==> src/rtl/rv32i_pipeline_ctrl.sv <==
// Hazard and sequencing controller for the RV32I fetch/decode/execute pipeline.
// Freezes fetch/decode on load-use hazards and data-memory wait states,
// sequences the decode flush after a taken branch, jump or trap, and keeps
// saturating debug counters of stalled cycles and redirects.
module rv32i_pipeline_ctrl #(
  parameter int FLUSH_CYCLES = 2,
  parameter int MEM_TIMEOUT  = 255,
  parameter int CNT_WIDTH    = 32
) (
  input  logic                 clk,
  input  logic                 reset_n,
  input  logic [4:0]           id_rs1,
  input  logic [4:0]           id_rs2,
  input  logic                 id_rs1_used,
  input  logic                 id_rs2_used,
  input  logic                 ex_load,
  input  logic [4:0]           ex_rd,
  input  logic                 mem_req,
  input  logic                 mem_ack,
  input  logic                 redirect,
  output logic                 stall,
  output logic                 update_pc,
  output logic                 bubble,
  output logic                 mem_err,
  output logic [1:0]           state_o,
  output logic [CNT_WIDTH-1:0] stall_cycles,
  output logic [CNT_WIDTH-1:0] flush_count
);

  typedef enum logic [1:0] {
    RUN   = 2'd0,
    HAZ   = 2'd1,
    MEMW  = 2'd2,
    FLUSH = 2'd3
  } state_e;

  // The flush counter counts down to zero, so it is loaded with one less
  // than the number of update_pc cycles wanted.
  localparam logic [2:0]           FLUSH_RELOAD = 3'(FLUSH_CYCLES - 1);
  localparam logic [8:0]           TMO_LIMIT    = 9'(MEM_TIMEOUT);
  localparam logic [CNT_WIDTH-1:0] CNT_MAX      = '1;

  state_e               state_q, state_d;
  logic [2:0]           flushCnt_q, flushCnt_d;
  logic [7:0]           tmoCnt_q, tmoCnt_d;
  logic [8:0]           tmoNext;
  logic                 updatePc_q, updatePc_d;
  logic                 bubble_q, bubble_d;
  logic                 memErr_q, memErr_d;
  logic [CNT_WIDTH-1:0] stallCycles_q, stallCycles_d;
  logic [CNT_WIDTH-1:0] flushCount_q, flushCount_d;
  logic                 loadUse;
  logic                 memWait;
  logic                 stallRaw;
  logic                 redirectTaken;

  // Hazard detection: x0 is never a real dependency, and an operand the
  // decode instruction does not read cannot hazard.
  always_comb begin
    loadUse = ex_load & (|ex_rd) &
              ((id_rs1_used & (ex_rd == id_rs1)) |
               (id_rs2_used & (ex_rd == id_rs2)));
    memWait = mem_req & ~mem_ack;
  end

  // Next-state decode; a redirect outranks a memory wait, which outranks a
  // load-use hazard.
  always_comb begin
    state_d       = state_q;
    flushCnt_d    = flushCnt_q;
    tmoCnt_d      = tmoCnt_q;
    updatePc_d    = 1'b0;
    bubble_d      = 1'b0;
    memErr_d      = 1'b0;
    stallRaw      = 1'b0;
    redirectTaken = 1'b0;
    tmoNext       = {1'b0, tmoCnt_q} + 9'd1;
    case (state_q)
      RUN: begin
        if (redirect) begin
          redirectTaken = 1'b1;
          state_d       = FLUSH;
          flushCnt_d    = FLUSH_RELOAD;
          updatePc_d    = 1'b1;
        end else if (memWait) begin
          stallRaw = 1'b1;
          state_d  = MEMW;
          tmoCnt_d = 8'd1;
        end else if (loadUse) begin
          stallRaw = 1'b1;
          state_d  = HAZ;
          bubble_d = 1'b1;
        end
      end
      HAZ: begin
        if (redirect) begin
          redirectTaken = 1'b1;
          state_d       = FLUSH;
          flushCnt_d    = FLUSH_RELOAD;
          updatePc_d    = 1'b1;
        end else begin
          state_d = RUN;
        end
      end
      MEMW: begin
        // Execute is frozen here, so a redirect cannot be genuine and is ignored.
        stallRaw = ~mem_ack;
        if (mem_ack) begin
          state_d  = RUN;
          tmoCnt_d = 8'd0;
        end else if (tmoNext >= TMO_LIMIT) begin
          state_d  = RUN;
          tmoCnt_d = 8'd0;
          memErr_d = 1'b1;
          bubble_d = 1'b1;
        end else begin
          tmoCnt_d = tmoNext[7:0];
        end
      end
      FLUSH: begin
        // Decode content is being thrown away, so hazards do not matter here.
        if (redirect) begin
          redirectTaken = 1'b1;
          flushCnt_d    = FLUSH_RELOAD;
          updatePc_d    = 1'b1;
        end else if (flushCnt_q == 3'd0) begin
          state_d = RUN;
        end else begin
          flushCnt_d = flushCnt_q - 3'd1;
          updatePc_d = 1'b1;
        end
      end
      default: begin
        state_d = RUN;
      end
    endcase
  end

  // Stall is combinational but must read as zero while reset is held.
  always_comb begin
    stall = reset_n & stallRaw;
  end

  // Saturating performance counters never wrap back to zero.
  always_comb begin
    stallCycles_d = stallCycles_q;
    flushCount_d  = flushCount_q;
    if (stall && (stallCycles_q != CNT_MAX)) begin
      stallCycles_d = stallCycles_q + 1'b1;
    end
    if (redirectTaken && (flushCount_q != CNT_MAX)) begin
      flushCount_d = flushCount_q + 1'b1;
    end
  end

  // State, sequencing counters, registered outputs and performance counters.
  always_ff @(posedge clk or negedge reset_n) begin
    if (!reset_n) begin
      state_q       <= RUN;
      flushCnt_q    <= 3'd0;
      tmoCnt_q      <= 8'd0;
      updatePc_q    <= 1'b0;
      bubble_q      <= 1'b0;
      memErr_q      <= 1'b0;
      stallCycles_q <= '0;
      flushCount_q  <= '0;
    end else begin
      state_q       <= state_d;
      flushCnt_q    <= flushCnt_d;
      tmoCnt_q      <= tmoCnt_d;
      updatePc_q    <= updatePc_d;
      bubble_q      <= bubble_d;
      memErr_q      <= memErr_d;
      stallCycles_q <= stallCycles_d;
      flushCount_q  <= flushCount_d;
    end
  end

  // Drive the ports straight from the registers.
  always_comb begin
    update_pc    = updatePc_q;
    bubble       = bubble_q;
    mem_err      = memErr_q;
    state_o      = state_q;
    stall_cycles = stallCycles_q;
    flush_count  = flushCount_q;
  end

endmodule

==> config.mk <==
export PLATFORM = sky130hd
export DESIGN_NAME = rv32i_pipeline_ctrl
export DESIGN_NICKNAME = d
export VERILOG_FILES = /design/src/rtl/rv32i_pipeline_ctrl.sv
export SDC_FILE = /design/constraint.sdc
export NUM_CORES = 1
export LEC_CHECK = 0
export BUFFER_PORTS_ARGS = -buffer_cell sky130_fd_sc_hd__buf_2
export CORE_AREA = 4 4 109 111
export CTS_CLUSTER_DIAMETER = 80
export DETAILED_ROUTE_END_ITERATION = 6
export DIE_AREA = 0 0 113 115
export PLACE_DENSITY = 0.62
export SYNTH_ARGS = -nofsm -noshare
export SYNTH_HDL_FRONTEND = slang
export SYNTH_SLANG_ARGS = --single-unit
==> constraint.sdc <==
create_clock -name clk -period 4.66 [get_ports clk]
set_clock_uncertainty 0.1 [all_clocks]
set_input_delay 1.398 -clock clk [delete_from_list [all_inputs] [get_ports clk]]
set_output_delay 1.398 -clock clk [all_outputs]
set_load 0.02 [all_outputs]
Word-level counts from Yosys, hierarchy flattened:

Index checks and enable logic that the tools add are counted.

* input bits: 23
* output and inout port bits: 70
* word-level logic and storage cells: 81
* register bits: 80

* eq/ne operators: 15
* multiplexer cells: 33
* magnitude comparators: 1
* reductions and logical operators: 12
* add/sub/neg operators: 4
* bitwise operators: 8

Operator list (number)
* $add 32x1->32 const B: 2
* $ne 32x32->1 const B: 2
* $mux 8: 4
* $mux 2: 8
* $pmux 8 s2: 1
* $mux 1: 12
* $eq 5x5->1: 2
* $add 8x1->9 const B: 1
* $ge 9x8->1 const B: 1
* $mux 3: 3
* $ne 2x2->1 const B: 4
* $pmux 2 s4: 1
* $and 1x1->1: 6
* $ne 3x3->1 const B: 2
* $pmux 1 s2: 3
* $pmux 3 s2: 1
* $reduce_and 3->1: 2
* $reduce_or 5->1: 1
* $eq 2x2->1 const B: 2
* $ne 4x4->1 const B: 1
* $reduce_and 4->1: 1
* $reduce_bool 2->1: 2
* $logic_not 3->1: 1
* $reduce_or 3->1: 1
* other kinds (8): 9

Longest topological paths before layout:

* depth in word-level cells: 10
* depth in mapped cells: 9

Worst setup path before layout:

No wires, ideal clock.

* kind: input to output
* start point: input port ex_rd[1]
* end point: output port stall
* data arrival time: 2.698 ns
* path buffers: 1
* required time: 3.162 ns
* stages: 4
* slack: 0.464 ns
* cells stage by stage: or4_2 > o21ai_0 > o41ai_4 > buf_6

* longest elaborated chain between the ends: 9
* elaborated cells between the ends (all ways): 13

RTL lines
* start: declaration: RTL line 17 `input logic [4:0] ex_rd,`
* $eq 5x5->1 (on tied branches): RTL line 61, 62
* $and 1x1->1 (on tied branches): RTL line 61, 62
* $or 1x1->1: RTL line 61 `((id_rs1_used & (ex_rd == id_rs1)) |`
* $and 1x1->1 (*): RTL line 60 `loadUse = ex_load & (|ex_rd) &`
* $mux 1 (*): RTL line 89 `end else if (loadUse) begin`
* $mux 1 (*): RTL line 85 `end else if (memWait) begin`
* $mux 1 (*): RTL line 80 `if (redirect) begin`
* $pmux 1 s2 (*): RTL line 78 `case (state_q)`
* $and 1x1->1 (*): RTL line 141 `stall = reset_n & stallRaw;`
* end: declaration: RTL line 21 `output logic stall,`

Mark *: on every way between the ends. The rest lies on a longest branch, timed or not.

Final worst setup path:

Ends and elaborated chain as after synthesis.

==> metrics.log <==
[metrics] width of the die: between 100 and 150 µm
[metrics] relative area change from synthesis to final layout: 17.9%
[metrics] Area contributors post-synth: sky130_fd_sc_hd__dfrtp_1, sky130_fd_sc_hd__xnor2_1, sky130_fd_sc_hd__xor2_1
[metrics] antenna-violating nets left: 0
[metrics] setup violation total in the final timing report: 0
[metrics] die height: around 120 µm
[metrics] number of cells produced by synthesis: 412
[metrics] count of pins on the block boundary: 93
[metrics] total clock sinks: 80
[metrics] critical path launch point type: input port
[metrics] Unique masters post-synth: 60
[metrics] standard-cell rows: 38
[metrics] post-synthesis area per instance: approximately 10 µm²
[metrics] number of antenna violations at the first check in global routing: 0
[metrics] final wirelength: between 9 and 10 mm
[metrics] final non-filler cell total: about 650
[metrics] data arrival time of the critical path: 2.87 ns
[metrics] Max clock buf depth: 2
[metrics] share of cells above drive strength 1: 0.271
[metrics] final count of hold timing violations: 0
[metrics] result of the run: completed
[metrics] fraction of registers with async set/reset: 1.00
[metrics] Static Leak: roughly 2.4 nW
[metrics] count of cells resized by post-cts repair: 0
[metrics] # H-tree levels: 3
[metrics] cell chosen for the clock root: sky130_fd_sc_hd__clkbuf_8
[metrics] Gate power share: 0.242
[metrics] list of most frequent post-synthesis cells: sky130_fd_sc_hd__dfrtp_1, sky130_fd_sc_hd__xnor2_1, sky130_fd_sc_hd__nand3_1
[metrics] total of warnings raised by yosys: 0
[metrics] peak supply drop: between 200 and 250 µV
[metrics] Detailed Route Iter0 Violations: 168
[metrics] quantity of hold-fixing buffers added after cts: 0
[metrics] mean routed wirelength per cell: about 15 µm
[metrics] sum of negative setup slack: 0 ns
[metrics] Internal: roughly 1.2 mW
[metrics] Hold Path Class: reg2reg
[metrics] switching power summed over all nets: about 0.64 mW
[metrics] Yosys top cell by area: sky130_fd_sc_hd__dfrtp_1
[metrics] total CTS buffers: 9
[metrics] Overflow after GRT: 0
[metrics] total of buffers placed on input and output ports: between 90 and 100
[metrics] wire length of the first global-routing pass: around 17 mm
[metrics] number of vias after detailed routing: 3402
[metrics] via count of the first global-routing pass: ~3400
[metrics] estimated wirelength of the detail-placed design: just over 7 mm
[metrics] clock network power share: 0.283
[metrics] post-synthesis sequential element count: 80
[metrics] Total GRT Usage: 0.161
[metrics] initial standard-cell utilization of the core: 0.398
[metrics] dpl cells: ~640
[metrics] Clock Latency Late Sink: 0.36 ns
[metrics] kind of critical path: in2out
[metrics] sequential fraction of design power: 0.475
[metrics] FMAX: roughly 230 MHz
[metrics] sequential element share of the synthesized area: 0.467
[metrics] final weighted congestion in routability-driven placement: 0.799
[metrics] data required time of the critical path: ~3.2 ns
[metrics] area fraction of the dominant cell type after synthesis: 0.467
[metrics] final-report max-slew violation count: 0
[metrics] most frequent cell after synthesis: sky130_fd_sc_hd__dfrtp_1
[metrics] Sw Share: 0.344
[metrics] clock transition at the registers of the reported paths: 0.08 ns
[metrics] Antenna Cells: 0
[metrics] Via-to-Cell Ratio: around 5.2
[metrics] final clock period utilization by the worst path: 0.937
[metrics] net count reported at finish: between 500 and 600
[metrics] max-capacitance violation count: 0
[metrics] transition time at the pin with the least slew margin: ~1.2 ns
[metrics] kind of end point of the critical path: output port
[metrics] minimum period implied by the final worst setup slack: roughly 4.4 ns
[metrics] number of enable-type register cells in the synthesized netlist: 0
[metrics] largest fanout of any net on the critical path: 3
[metrics] post-synthesis instance area: 4290 µm²
[metrics] ratio of total power to cell area: around 370 nW/µm²
[metrics] Pre-antenna DRT Iters: 4
[metrics] placeable core region: 10800 µm²
[metrics] net count after synthesis: between 400 and 500
[metrics] total DRC errors in the routed layout: 0
[metrics] pin count of the biggest net entering global routing: 60
[metrics] Slew HR: 0.199
[metrics] clock tree from TritonCTS: built
[metrics] Total Die Area: roughly 13000 µm²
[metrics] predominant post-synthesis flop cell: sky130_fd_sc_hd__dfrtp_1
[metrics] Setup Fix Bufs, Post-CTS: 0
[metrics] RSZ-0062 raised after global routing: false
## power by group through the flow
stage	clock network (mW)	logic [mW]	registers, mW
6_report	0.525	0.449	0.881
3_3_place_gp	0	0.449	0.889
5_1_grt	0.569	0.499	0.903
4_1_cts	0.537	0.456	0.881
2_1_floorplan	0	0.253	0.936
3_5_place_dp	0	0.453	0.896
## cell type report
cell class / count / area, µm²
inverter: 8 / 30.0
clock buffer: 11 / 151
fill: 1037 / 5730
clock inverter: 3 / 42.5
tap: 140 / 175
timing repair buffer: 96 / 493
multi-input combinational: 311 / 2170
sequential: 80 / 2000
## critical path: stages
cell and delay, ns:
sky130_fd_sc_hd__buf_2 0.12, sky130_fd_sc_hd__or4_2 0.65, sky130_fd_sc_hd__o21ai_0 0.37, sky130_fd_sc_hd__o41ai_4 0.15, sky130_fd_sc_hd__buf_2 0.18
## sequential cells by signal, indices dropped and copies added, names as in the netlist
name,cells
bubble,1
flushCnt_q,3
flush_count,32
mem_err,1
stall_cycles,32
state_o,2
tmoCnt_q,8
update_pc,1
## worst paths after layout
kind / depth (start not counted) / start / slack (ns) / to
hold / removal: 1 / flush_count[10] / 0.38 / flush_count[10]
hold reg to reg: 1 / flush_count[10] / 0.38 / flush_count[10]
setup reg to reg: 7 / stall_cycles[0] / 1.77 / stall_cycles[1]
max in group asynchronous: 2 / reset_n / 2.81 / stall_cycles[28]
min in group asynchronous: 2 / reset_n / 0.94 / flush_count[22]
setup / recovery: 5 / ex_rd[1] / 0.29 / stall
## per-stage QoR
step                      hold WS (ns)  power, mW  setup WS [ns]   util  area (µm²)
after CTS                        0.388       1.87          0.280  0.469        5060
after detailed placement         0.373       1.35          0.284  0.451        4870
after global routing             0.422       1.97          0.240  0.469        5060
after floorplan                  0.349       1.19          0.464      -        4290
after global placement           0.368       1.34          0.310  0.451        4870
final                            0.382       1.86          0.293  0.469        5060
## cells by family (layout without fill, tap and decap cells)
family / after synthesis / after routing / synth area share
flops: 80 / 80 / 0.467
compound gates: 35 / 35 / 0.0615
xor+xnor: 74 / 74 / 0.151
mux: 2 / 2 / 0.00525
buf+inv: 21 / 118 / 0.0286
fa+ha+maj: 6 / 6 / 0.0175
simple gates: 194 / 194 / 0.269
## layout by cell type, fill, tap and decap left out, types with 9 or more instances in the layout
cell                        n
sky130_fd_sc_hd__nand3_2   10
sky130_fd_sc_hd__clkbuf_8  11
sky130_fd_sc_hd__dfrtp_1   80
sky130_fd_sc_hd__and4_1    10
sky130_fd_sc_hd__nand4_1   26
sky130_fd_sc_hd__nand2_1   25
sky130_fd_sc_hd__xor2_1    19
sky130_fd_sc_hd__nor3_1     9
sky130_fd_sc_hd__xnor2_1   55
sky130_fd_sc_hd__nand3_1   30
sky130_fd_sc_hd__nor2_1    26
sky130_fd_sc_hd__and3_1    15
sky130_fd_sc_hd__buf_2     91
## layer usage
layer | part of all wire | track usage | wire, µm
met1 | 0.47 | 0.228 | 4670
met2 | 0.46 | 0.247 | 4620
met4 | 0.012 | 0.0481 | 118
met3 | 0.055 | 0.0405 | 549
met5 | 0 | 0 | 0
(Power assumes the default switching activity.)
